## config.mk

```make
export PLATFORM = sky130hd
export DESIGN_NAME = bram_port_arbiter
export DESIGN_NICKNAME = d
export VERILOG_FILES = /design/src/rtl/bram_port_arbiter.sv
export SDC_FILE = /design/constraint.sdc
export NUM_CORES = 1
export LEC_CHECK = 0
export CORE_AREA = 2 2 93 95
export CTS_BUF_LIST = sky130_fd_sc_hd__clkbuf_2
export DETAILED_ROUTE_END_ITERATION = 16
export DIE_AREA = 0 0 95 97
export HOLD_SLACK_MARGIN = 0.06
export PLACE_DENSITY_LB_ADDON = 0.12
export REMOVE_ABC_BUFFERS = 1
export SYNTH_ARGS = -nofsm -noshare
export SYNTH_HDL_FRONTEND = slang
export SYNTH_SLANG_ARGS = --single-unit
```

## constraint.sdc

```tcl
create_clock -name clock -period 1.41 [get_ports clock]
set_input_delay 0.141 -clock clock [delete_from_list [all_inputs] [get_ports clock]]
set_output_delay 0.141 -clock clock [all_outputs]
set_load 0.05 [all_outputs]
```

## src/rtl/bram_port_arbiter.sv

```systemverilog
// Two-requester round-robin arbiter sharing one registered-read BRAM port.
// Define BRAM_ARB_CLEAR_EN to zero every BRAM word after reset before requests are served.
module bram_port_arbiter #(
  parameter int DATA_WIDTH = 32,
  parameter int ADDR_WIDTH = 8
) (
  input  logic                    clock,
  input  logic                    reset,
  input  logic                    req_valid_0,
  input  logic                    req_valid_1,
  output logic                    req_ready_0,
  output logic                    req_ready_1,
  input  logic                    req_write_0,
  input  logic                    req_write_1,
  input  logic [DATA_WIDTH/8-1:0] req_byte_en_0,
  input  logic [DATA_WIDTH/8-1:0] req_byte_en_1,
  input  logic [ADDR_WIDTH-1:0]   req_addr_0,
  input  logic [ADDR_WIDTH-1:0]   req_addr_1,
  input  logic [DATA_WIDTH-1:0]   req_wdata_0,
  input  logic [DATA_WIDTH-1:0]   req_wdata_1,
  output logic                    resp_valid_0,
  output logic                    resp_valid_1,
  output logic [DATA_WIDTH-1:0]   resp_data_0,
  output logic [DATA_WIDTH-1:0]   resp_data_1,
  output logic                    mem_readEnable,
  output logic                    mem_writeEnable,
  output logic [DATA_WIDTH/8-1:0] mem_writeByteEnable,
  output logic [ADDR_WIDTH-1:0]   mem_address,
  output logic [DATA_WIDTH-1:0]   mem_writeData,
  input  logic [DATA_WIDTH-1:0]   mem_readData,
  output logic                    clear_done
);

  logic running;
  logic priority1;  // 1: requester 1 wins when both are valid
  logic grant0;
  logic grant1;
  logic respValid0;
  logic respValid1;

`ifdef BRAM_ARB_CLEAR_EN
  // state | meaning
  // CLEAR | zeroing BRAM one word per cycle; requests held off
  // RUN   | arbitrating the two requesters; left only by reset
  typedef enum logic {CLEAR, RUN} state_t;

  state_t                state;
  logic [ADDR_WIDTH-1:0] clearAddr;
  logic                  clearDone;

  always_ff @(posedge clock or negedge reset) begin
    if (!reset) begin
      state     <= CLEAR;
      clearAddr <= '0;
      clearDone <= 1'b0;
    end else if (state == CLEAR) begin
      clearAddr <= clearAddr + 1'b1;
      if (clearAddr == '1) begin
        state     <= RUN;
        clearDone <= 1'b1;
      end
    end
  end

  assign running    = reset & (state == RUN);
  assign clear_done = clearDone;
`else
  // Reset input gates grants so nothing reaches the BRAM while reset is held.
  assign running    = reset;
  assign clear_done = 1'b1;
`endif

  assign grant0 = running & req_valid_0 & (~req_valid_1 | ~priority1);
  assign grant1 = running & req_valid_1 & (~req_valid_0 | priority1);

  assign req_ready_0 = grant0;
  assign req_ready_1 = grant1;

  always_comb begin
    mem_readEnable      = 1'b0;
    mem_writeEnable     = 1'b0;
    mem_writeByteEnable = '0;
    mem_address         = '0;
    mem_writeData       = '0;
    if (grant0) begin
      mem_readEnable      = ~req_write_0;
      mem_writeEnable     = req_write_0;
      mem_writeByteEnable = req_byte_en_0;
      mem_address         = req_addr_0;
      mem_writeData       = req_wdata_0;
    end else if (grant1) begin
      mem_readEnable      = ~req_write_1;
      mem_writeEnable     = req_write_1;
      mem_writeByteEnable = req_byte_en_1;
      mem_address         = req_addr_1;
      mem_writeData       = req_wdata_1;
    end
`ifdef BRAM_ARB_CLEAR_EN
    if (reset && state == CLEAR) begin
      mem_writeEnable     = 1'b1;
      mem_writeByteEnable = '1;
      mem_address         = clearAddr;
      mem_writeData       = '0;
    end
`endif
  end

  always_ff @(posedge clock or negedge reset) begin
    if (!reset) begin
      priority1  <= 1'b0;
      respValid0 <= 1'b0;
      respValid1 <= 1'b0;
    end else begin
      respValid0 <= grant0 & ~req_write_0;
      respValid1 <= grant1 & ~req_write_1;
      if (grant0) begin
        priority1 <= 1'b1;
      end else if (grant1) begin
        priority1 <= 1'b0;
      end
    end
  end

  // BRAM read is registered, so its output lines up with the response strobe.
  assign resp_valid_0 = respValid0;
  assign resp_valid_1 = respValid1;
  assign resp_data_0  = mem_readData;
  assign resp_data_1  = mem_readData;

endmodule

```

==> metrics.md <==
| Metric | Value |
|---|---|
| CTS root buf | `clkbuf_2` |
| H-tree depth | `1` |
| First-pass GRT wire length | `about 12000 um` |
| Drt first pass iters | `4` |
| Top-count cell post-synth | `nand2_1` |
| Crit path DAT | `between 1 and 1.5 ns` |
| CTS tree | `built` |
| Final core utilization | `0.4092` |
| Leading area contributor after synthesis | `o22ai_2` |
| Synthesized area | `roughly 1700 um2` |
| CP Capture Point | `mem_writeData[28]` |
| Final setup margin | `-0.1642 ns` |
| Antenna cells | `0` |
| Maxcap violations | `0` |
| Dpl cells | `409` |
| Logic depth of the worst register-to-register path | `4` |
| Slew Viols, Final | `0` |
| Post-route ant nets | `0` |
| Post-CTS Setup Bufs | `0` |
| Bufs on Longest Clock Path | `2` |
| Routed WL | `between 9000 and 10000 um` |
| RSZ-0062 raised after global routing | `yes` |
| Comb power frac | `0.880` |
| Worst-path cell chain | `nor2b_4, nand2b_4, buf_12, o22ai_2, buf_12` |
| # setup viols final | `45` |
| Fin. Hold Viols | `0` |
| Status | `complete, but fails checks` |
| Clock latency on the worst-skew pair | `between 0.2 and 0.25 ns` |
| Clk sinks | `3` |
| Leakage power | `0.001299 uW` |
| Clk pin slew, worst setup/hold paths | `0.04 ns` |
| Initial antenna violation count | `0` |
| Sw Pwr | `895.0 uW` |
| Failing checks | `negative setup slack` |
| Yosys top cell area share | `0.2990` |
| Crit Path Max Fanout | `23` |
| Asr flop ratio synth | `1.000` |
| Total GRT Usage | `0.1831` |
| Post-detail-place hpwl | `approximately 7700 um` |
| Post-synth top cells | `nand2_1, buf_4, o22ai_2` |
| Initial DRC Count | `47` |
| Critical path origin | `priority1` |
| Worst r2r dst | `resp_valid_0` |
| Min Hold Slack | `around 0.28 ns` |
| I/O Buffers | `about 140` |
| # DRC | `0` |
| Sequential power share | `0.055` |
| Pin count of the biggest net entering global routing | `between 40 and 50` |
| Post-route cell area | `about 3300 um2` |
| Fin crit period | `around 1.6 ns` |
| FF-to-FF setup slack | `roughly 0.43 ns` |
| Row cnt | `33` |
| Vias per cell | `about 4.4` |
| Post-synthesis sequential area ratio | `0.04484` |
| Most repeated library cell on the critical path | `buf_12` |
| Total grt overflow | `0` |
| Vias | `approximately 1800` |
| Worst setup path category | `reg2out` |
| Gate Count Post-Synth | `235` |
| Synthesized flop and latch total | `3` |
| Syn Area/Cell | `~7.1 um2` |
| Final Non-Filler Cells | `between 400 and 500` |
| DR WL/cell | `21.83 um` |
| Clock network fraction of total power | `0.065` |
| Setup WS pre-CTS | `-0.2317 ns` |
| Total CTS buffers | `3` |
| Critical Path RT | `approximately 1.3 ns` |
| Share of layout cells above drive strength 1 | `0.3786` |
| Vias in the first global route | `1757` |
| IO Pins | `about 240` |
| Power per cell area | `574.3 nW/um2` |
| DIE AREA | `about 9200 um2` |
| Die Height | `97 um` |
| Number of enable flip-flop cells after synthesis | `0` |
| Worst Hold Class | `in2out` |
| Die Width | `~95 um` |
| Core Area | `approximately 8100 um2` |
| Internal power | `slightly above 1000 uW` |
| Top FF cell, synth | `dfrtp_1` |
| CP endpoint kind | `output port` |
| Initial Util | `0.2058` |
| Ranking of synthesized cells by area | `o22ai_2, buf_4, nand2_1` |
| Area post-placement | `3211 um2` |
| Worst Skew | `around 0.0018 ns` |
| Fmax | `between 0.6 and 0.7 GHz` |
| Max stage delay cell, worst path | `dfrtp_2` |
| CP peak stage delay | `0.43 ns` |
| VDD IR max | `0.4248 mV` |
| Yosys cell types | `19` |
| Synth-to-layout area growth | `98.80%` |
| Layout net count | `about 440` |
| CP Launch Type | `flop` |
| Tcrit/Tclk final | `1.116` |
| FF-to-FF Start | `priority1` |
| Sw frac | `0.4683` |
| Routability congestion estimate | `around 0.8` |
| Synth Warn # | `0` |
worst max-delay path, delay by kind of cell (launching register included):
family	cells	cell delay, ns
and+or+nand+nor	2	0.27
DFF	1	0.43
buffers and inverters	2	0.37
AOI/OAI and AO/OA	1	0.13
worst min-delay path by stage:
stage | startpoint | to | slack, ns | depth (start not counted)
after floorplan | reset | priority1 | -0.15 | 0
after global placement | reset | resp_valid_0 | -0.004 | 1
after detailed placement | reset | resp_valid_0 | -0.002 | 1
after CTS | mem_readData[10] | resp_data_1[10] | 0.28 | 0
after global routing | mem_readData[2] | resp_data_1[2] | 0.28 | 0
final | mem_readData[10] | resp_data_1[10] | 0.28 | 0
routing by layer:
metal  global-route usage  wire length [um]
met4              0.02007                14
met5              0.07143                57
met2               0.2962              4171
met3               0.1628              1849
met1               0.1753              2944
kinds of logic (layout without fill, tap and decap cells):
| logic type | after synthesis | in the layout | share of synthesized area |
|---|---|---|---|
| other cells | 1 | 1 | 0.002240 |
| simple gates | 99 | 99 | 0.2369 |
| compound gates | 47 | 47 | 0.3274 |
| buf+inv | 85 | 159 | 0.3886 |
| flops | 3 | 3 | 0.04484 |
through the flow:
| step | power [uW] | setup TNS (ns) |
|---|---|---|
| after floorplan | 830.8 | -21.41 |
| after global placement | 1748 | -7.525 |
| after detailed placement | 1753 | -7.680 |
| after CTS | 1930 | -7.363 |
| after global routing | 1991 | -8.699 |
| final | 1911 | -6.762 |
area by class of cell:
class | count | area [um2]
multi-input cells | 147 | 1037
clock buffers | 4 | 20.02
inverters | 1 | 3.754
well taps | 105 | 131.4
fillers | 811 | 4806
flip-flops and latches | 3 | 76.32
repair buffers | 154 | 2059
cells in the final DEF, fill, tap and decap left out, types with 2 or more instances in the layout:
cell	Yosys	final
dfrtp_1	3	2
o22ai_2	40	41
clkbuf_2	0	4
nor2_1	2	2
dlygate4sd2_1	0	2
buf_12	4	54
buf_4	65	6
clkdlybuf4s50_1	0	90
o22ai_4	0	4
nand2_1	92	92
power groups by stage:
stage	sequential [uW]	clock, uW	combinational [uW]
finish	105	124	1680
global route	106	128	1760
CTS	103	130	1700
detailed placement	104	0	1650
global placement	105	0	1640
floorplan	112	0	719
repair_timing:
item	in CTS	in global routing
hold buffers	1	0
setup endpoints to repair	47	47
hold endpoints to repair	3	0
gates resized for setup	16	1
pin swaps	1	0
flip-flops by register name (all words and copies together) (netlist names):
name,cells
priority1,1
resp_valid_0,1
resp_valid_1,1
No activity file was read; power rests on OpenSTA's default activity.
